[config.mk]
export PLATFORM = sky130hd
export DESIGN_NAME = bit_serializer
export DESIGN_NICKNAME = d
export VERILOG_FILES = /design/src/rtl/bit_serializer.sv
export SDC_FILE = /design/constraint.sdc
export NUM_CORES = 1
export LEC_CHECK = 0
export ABC_AREA = 0
export CAP_MARGIN = 20
export CORE_MARGIN = 2
export CORE_UTILIZATION = 52
export CTS_CLUSTER_DIAMETER = 200
export DETAILED_ROUTE_END_ITERATION = 7
export GPL_TIMING_DRIVEN = 1
export PLACE_DENSITY = 0.78
export SLEW_MARGIN = 20
export SYNTH_ARGS = -nofsm -noshare
export SYNTH_HDL_FRONTEND = slang
export SYNTH_SLANG_ARGS = --single-unit
[constraint.sdc]
create_clock -name clk -period 2.9 [get_ports clk]
set_input_delay 0.58 -clock clk [delete_from_list [all_inputs] [get_ports clk]]
set_output_delay 0.58 -clock clk [all_outputs]
set_load 0.03 [all_outputs]
[src/rtl/bit_serializer.sv]
// Parallel-to-serial front end: takes WIDTH-bit words over valid/ready and
// emits them one bit per clock on data/data_valid, with an optional idle gap.
module bit_serializer #(
    parameter int WIDTH     = 8,
    parameter bit MSB_FIRST = 1'b1,
    parameter int IDLE_GAP  = 0
) (
    input  logic             clk,
    input  logic             rst,
    input  logic [WIDTH-1:0] in_data,
    input  logic             in_valid,
    output logic             in_ready,
    output logic             data,
    output logic             data_valid,
    output logic             busy,
    output logic [15:0]      word_cnt
);

    localparam int                 BCW     = $clog2(WIDTH);
    localparam logic [BCW-1:0]     BC_LAST = BCW'(WIDTH - 1);
    localparam logic [BCW-1:0]     BC_ONE  = BCW'(1);
    localparam bit                 GAP_EN  = (IDLE_GAP > 0);
    localparam logic [7:0]         GC_LAST = GAP_EN ? 8'(IDLE_GAP - 1) : 8'd0;

    typedef enum logic [1:0] {
        S_IDLE  = 2'd0,
        S_SHIFT = 2'd1,
        S_GAP   = 2'd2
    } state_t;

    state_t           state_q, state_d;
    logic [WIDTH-1:0] sr_q, sr_d;
    logic [BCW-1:0]   bc_q, bc_d;
    logic [7:0]       gc_q, gc_d;
    logic             data_q, data_d;
    logic             data_valid_q, data_valid_d;
    logic             busy_q, busy_d;
    logic [15:0]      word_cnt_q, word_cnt_d;
    logic             in_ready_s;
    logic             accept_s;
    logic             load_s;

    // Bit that goes out first from a word, given the shift direction.
    function automatic logic first_bit(input logic [WIDTH-1:0] w);
        return MSB_FIRST ? w[WIDTH-1] : w[0];
    endfunction

    // Word with its outgoing bit removed, the next bit moved into place.
    function automatic logic [WIDTH-1:0] shift_out(input logic [WIDTH-1:0] w);
        return MSB_FIRST ? {w[WIDTH-2:0], 1'b0} : {1'b0, w[WIDTH-1:1]};
    endfunction

    // Ready decode: only when the current word (or gap) ends this cycle.
    always_comb begin
        in_ready_s = 1'b0;
        if (rst) begin
            in_ready_s = 1'b0;
        end else begin
            case (state_q)
                S_IDLE:  in_ready_s = 1'b1;
                S_SHIFT: in_ready_s = (bc_q == BC_LAST) && !GAP_EN;
                S_GAP:   in_ready_s = (gc_q == GC_LAST);
                default: in_ready_s = 1'b0;
            endcase
        end
    end

    assign accept_s = in_valid & in_ready_s;

    // Next-state, shift register, counters and registered serial outputs.
    always_comb begin
        state_d      = state_q;
        sr_d         = sr_q;
        bc_d         = bc_q;
        gc_d         = gc_q;
        data_d       = 1'b0;
        data_valid_d = 1'b0;
        word_cnt_d   = word_cnt_q;
        load_s       = 1'b0;
        case (state_q)
            S_IDLE: begin
                if (accept_s) begin
                    load_s = 1'b1;
                end else begin
                    state_d = S_IDLE;
                end
            end
            S_SHIFT: begin
                if (bc_q == BC_LAST) begin
                    word_cnt_d = word_cnt_q + 16'd1;
                    if (GAP_EN) begin
                        state_d = S_GAP;
                        gc_d    = 8'd0;
                    end else if (accept_s) begin
                        load_s = 1'b1;
                    end else begin
                        state_d = S_IDLE;
                    end
                end else begin
                    data_d       = first_bit(sr_q);
                    data_valid_d = 1'b1;
                    sr_d         = shift_out(sr_q);
                    bc_d         = bc_q + BC_ONE;
                end
            end
            S_GAP: begin
                if (gc_q == GC_LAST) begin
                    if (accept_s) begin
                        load_s = 1'b1;
                    end else begin
                        state_d = S_IDLE;
                    end
                end else begin
                    gc_d = gc_q + 8'd1;
                end
            end
            default: begin
                state_d = S_IDLE;
            end
        endcase

        // The first bit leaves straight from in_data so it appears the cycle after accept.
        if (load_s) begin
            state_d      = S_SHIFT;
            data_d       = first_bit(in_data);
            data_valid_d = 1'b1;
            sr_d         = shift_out(in_data);
            bc_d         = '0;
        end else begin
            state_d = state_d;
        end

        busy_d = (state_d != S_IDLE);
    end

    // State and output registers with synchronous reset.
    always_ff @(posedge clk) begin
        if (rst) begin
            state_q      <= S_IDLE;
            sr_q         <= '0;
            bc_q         <= '0;
            gc_q         <= 8'd0;
            data_q       <= 1'b0;
            data_valid_q <= 1'b0;
            busy_q       <= 1'b0;
            word_cnt_q   <= 16'd0;
        end else begin
            state_q      <= state_d;
            sr_q         <= sr_d;
            bc_q         <= bc_d;
            gc_q         <= gc_d;
            data_q       <= data_d;
            data_valid_q <= data_valid_d;
            busy_q       <= busy_d;
            word_cnt_q   <= word_cnt_d;
        end
    end

    assign in_ready   = in_ready_s;
    assign data       = data_q;
    assign data_valid = data_valid_q;
    assign busy       = busy_q;
    assign word_cnt   = word_cnt_q;

endmodule

==> out/metrics.yaml <==
timing:
  finalHoldViolations: 0
  setup_violations: 0
  worst_slack_ns: 0.167
  slew_headroom_pct: 67.7
  min_period_ns: 2.73
  fmax_ghz: 0.366
  period_share_pct: 94.2
  tightest_slew_ns: 0.479
  skew_ns: 0.0199
  slew_violations: 0
  tns_ns: 0
  rsz0062_at_grt: "no"
yosys:
  postSynthAreaPerCell_um2: 9.09
  netlist_area_um2: 1880
  yosysWarnings: 0
  ys_types: 39
  syn-instance-count: 207
  syn-num-nets: 227
  seq_area_frac_synth_pct: 41.5
  yosys_register_bits: 39
clocking:
  post_cts_buffers: 0
  tritoncts.num_buffers: 5
  cts_resized: 0
  cts_num_sinks: 39
  clk_path_buf_depth: 2
  cts_tree: "done"
  clk_root_buffer_cell: "clkbuf_4"
  postCtsHoldBufs: 0
  cts_htree_levels: 2
  clk_latency_ns: 0.35
  path_clk_slew_ns: 0.13
final_layout:
  stdcell_count: 284
  layout_commonest_cell: "dfxtp_1"
  antenna_cells: 0
  nets: 257
  finish.utilization_pct: 66.4
  final_cell_mix: "39 x dfxtp_1, 29 x clkdlybuf4s50_1, 22 x nand2_1, 19 x nor2_1, 13 x a21oi_1"
  drive_gt1_share_pct: 10.9
  synthToLayoutAreaGrowth_pct: 20.5
setup_path:
  cp.required_ns: 2.32
  path_class: "flip-flop to output pin"
  cp-end-kind: "output pin"
  path_max_fanout: 3
  cp-endpoint: "in_ready"
  reg2reg_to: "sr_q[1]$_SDFFE_PP0P_"
  ff2ff_path_depth: 6
  worstSetupStartpoint: "gc_q[0]$_SDFFE_PP0P_"
  cp.arrival_ns: 2.15
  worstSetupStartpointType: "flip-flop"
  reg2reg_from: "gc_q[0]$_SDFFE_PP0P_"
  rrSetupSlack_ns: 0.57
placed_design:
  post-place-ws_ns: 0.554
  dp.cells: 276
  dp_hpwl_um: 2400
  port_buffers: 30
  gp_congestion: 0.797
die:
  core_area_um2: 3420
  die_x_um: 64.2
  start_util_pct: 55.1
  die_area_um2: 4120
  die_h_um: 64.2
  fp-row-count: 21
  design.portCount: 31
grt:
  antenna_found_initial: 0
  grt_pass1_vias: 1457
  grt_first_pass_wirelength_um: 6010
  grt_start_max_net_pins: 38
  grtUsageTotal_pct: 18.6
  grt_overflow: 0
route:
  wl_per_cell_um: 12.1
  vias: 1534
  drc: 0
  viasPerCell: 5.40
  drtIter0Drc: 69
  antenna_left: 0
  first_pass_iters: 5
  wirelength_um: 3430
pwr:
  p_leak_nw: 0.816
  p_per_area_nw_per_um2: 445
  irDropWorstVdd_uv: 256
min_path:
  worst_hold_path_type: "flip-flop to flip-flop"
outcome:
  status: "complete, no violations"
job:
  maxCapViolations: 0
-- area by class of cell --
class / count / area [um^2]
inverter: 7 / 26.3
multi-input combinational: 152 / 1020
clock inverter: 1 / 7.51
clock buffer: 7 / 65.1
fill: 287 / 1150
sequential: 39 / 781
timing repair buffer: 32 / 313
tap: 46 / 57.6
-- cells by family (layout without fill, tap and decap cells) --
| family | Yosys count | after routing | share of synthesized area (%) |
|---|---|---|---|
| DFF | 39 | 39 | 41.5 |
| and+or+nand+nor | 84 | 84 | 22.9 |
| muxes | 11 | 11 | 6.72 |
| buffers and inverters | 16 | 47 | 4.39 |
| xor gates and xnor gates | 18 | 18 | 8.38 |
| AOI/OAI and AO/OA | 30 | 30 | 10.2 |
| adders and majority gates | 9 | 9 | 5.98 |
-- how the worst min path moves through the flow --
stage                                          from                        end  slack (ns)  cells past startpoint
after floorplan                gc_q[7]$_SDFFE_PP0P_       gc_q[7]$_SDFFE_PP0P_        0.46                      2
after global routing       word_cnt[1]$_SDFFE_PP0P_   word_cnt[1]$_SDFFE_PP0P_        0.52                      2
after CTS                 word_cnt[15]$_SDFFE_PP0P_  word_cnt[15]$_SDFFE_PP0P_        0.49                      2
after detailed placement  word_cnt[15]$_SDFFE_PP0P_  word_cnt[15]$_SDFFE_PP0P_        0.48                      2
after global placement    word_cnt[15]$_SDFFE_PP0P_  word_cnt[15]$_SDFFE_PP0P_        0.46                      2
final                     word_cnt[15]$_SDFFE_PP0P_  word_cnt[15]$_SDFFE_PP0P_        0.49                      2
-- stage by stage --
| step | hold slack, ns | area [um^2] | total power, mW |
|---|---|---|---|
| after floorplan | 0.458 | 1880 | 0.663 |
| after global placement | 0.463 | 2200 | 0.696 |
| after detailed placement | 0.476 | 2200 | 0.698 |
| after CTS | 0.494 | 2270 | 1.02 |
| after global routing | 0.524 | 2270 | 1.06 |
| final | 0.489 | 2270 | 1.01 |
-- worst max-delay path, cell delays in order, from the launching register on --
cell and delay [ns]:
dfxtp_1 0.34, inv_1 0.09, ha_1 0.14, or4b_4 0.46, or3_4 0.40, a21boi_0 0.19
buf_4 0.20
-- metal layers --
| metal | vias to the layer above | wire (um) | global-route usage (%) | share of wire [%] |
|---|---|---|---|---|
| met2 | 33 | 1650 | 32.3 | 48 |
| met4 | 0 | 68 | 9.57 | 2.0 |
| met1 | 712 | 1590 | 21.1 | 46 |
| li1 | 782 | - | - | - |
| met3 | 7 | 120 | 4.40 | 3.5 |
| met5 | - | 0 | 0 | 0 |
-- where the power goes --
part | internal [mW] | switching, mW | leakage [nW]
logic | 0.0589 | 0.0624 | 0.462
clock network | 0.142 | 0.183 | 0.0375
registers | 0.555 | 0.00940 | 0.316
-- flip-flops by register name (all words and copies together), names as in the netlist --
signal and count:
data 1, bc_q 3, data_valid 1, gc_q 8, state_q 2, word_cnt 16
sr_q 7, busy 1
-- Yosys cell counts (all sizes together) --
master / instances / area share (%)
a31oi: 1 / 0.33
nor2: 19 / 3.8
a21oi: 14 / 4.3
a311oi: 1 / 0.47
nor4: 3 / 1.0
xor2: 10 / 4.7
mux2i: 4 / 2.1
or4: 2 / 0.80
ha: 9 / 6.0
xnor2: 8 / 3.7
nand4: 9 / 3.0
and4: 2 / 0.93
nand2b: 1 / 0.33
nor3: 6 / 1.6
nor2b: 1 / 0.33
nand2: 22 / 4.4
a21boi: 1 / 0.40
nand3: 7 / 1.9
nor3b: 2 / 0.80
and3: 1 / 0.33
or4b: 1 / 0.73
o21ba: 1 / 0.53
a21o: 2 / 0.93
buf: 6 / 2.4
clkbuf: 3 / 0.60
nand3b: 1 / 0.40
or3: 5 / 1.9
mux2: 7 / 4.6
o21ai: 6 / 1.6
dfxtp: 39 / 41
o211ai: 2 / 0.80
inv: 7 / 1.4
o31ai: 2 / 0.80
or2: 2 / 0.66
Power figures use the tool's default switching activity.
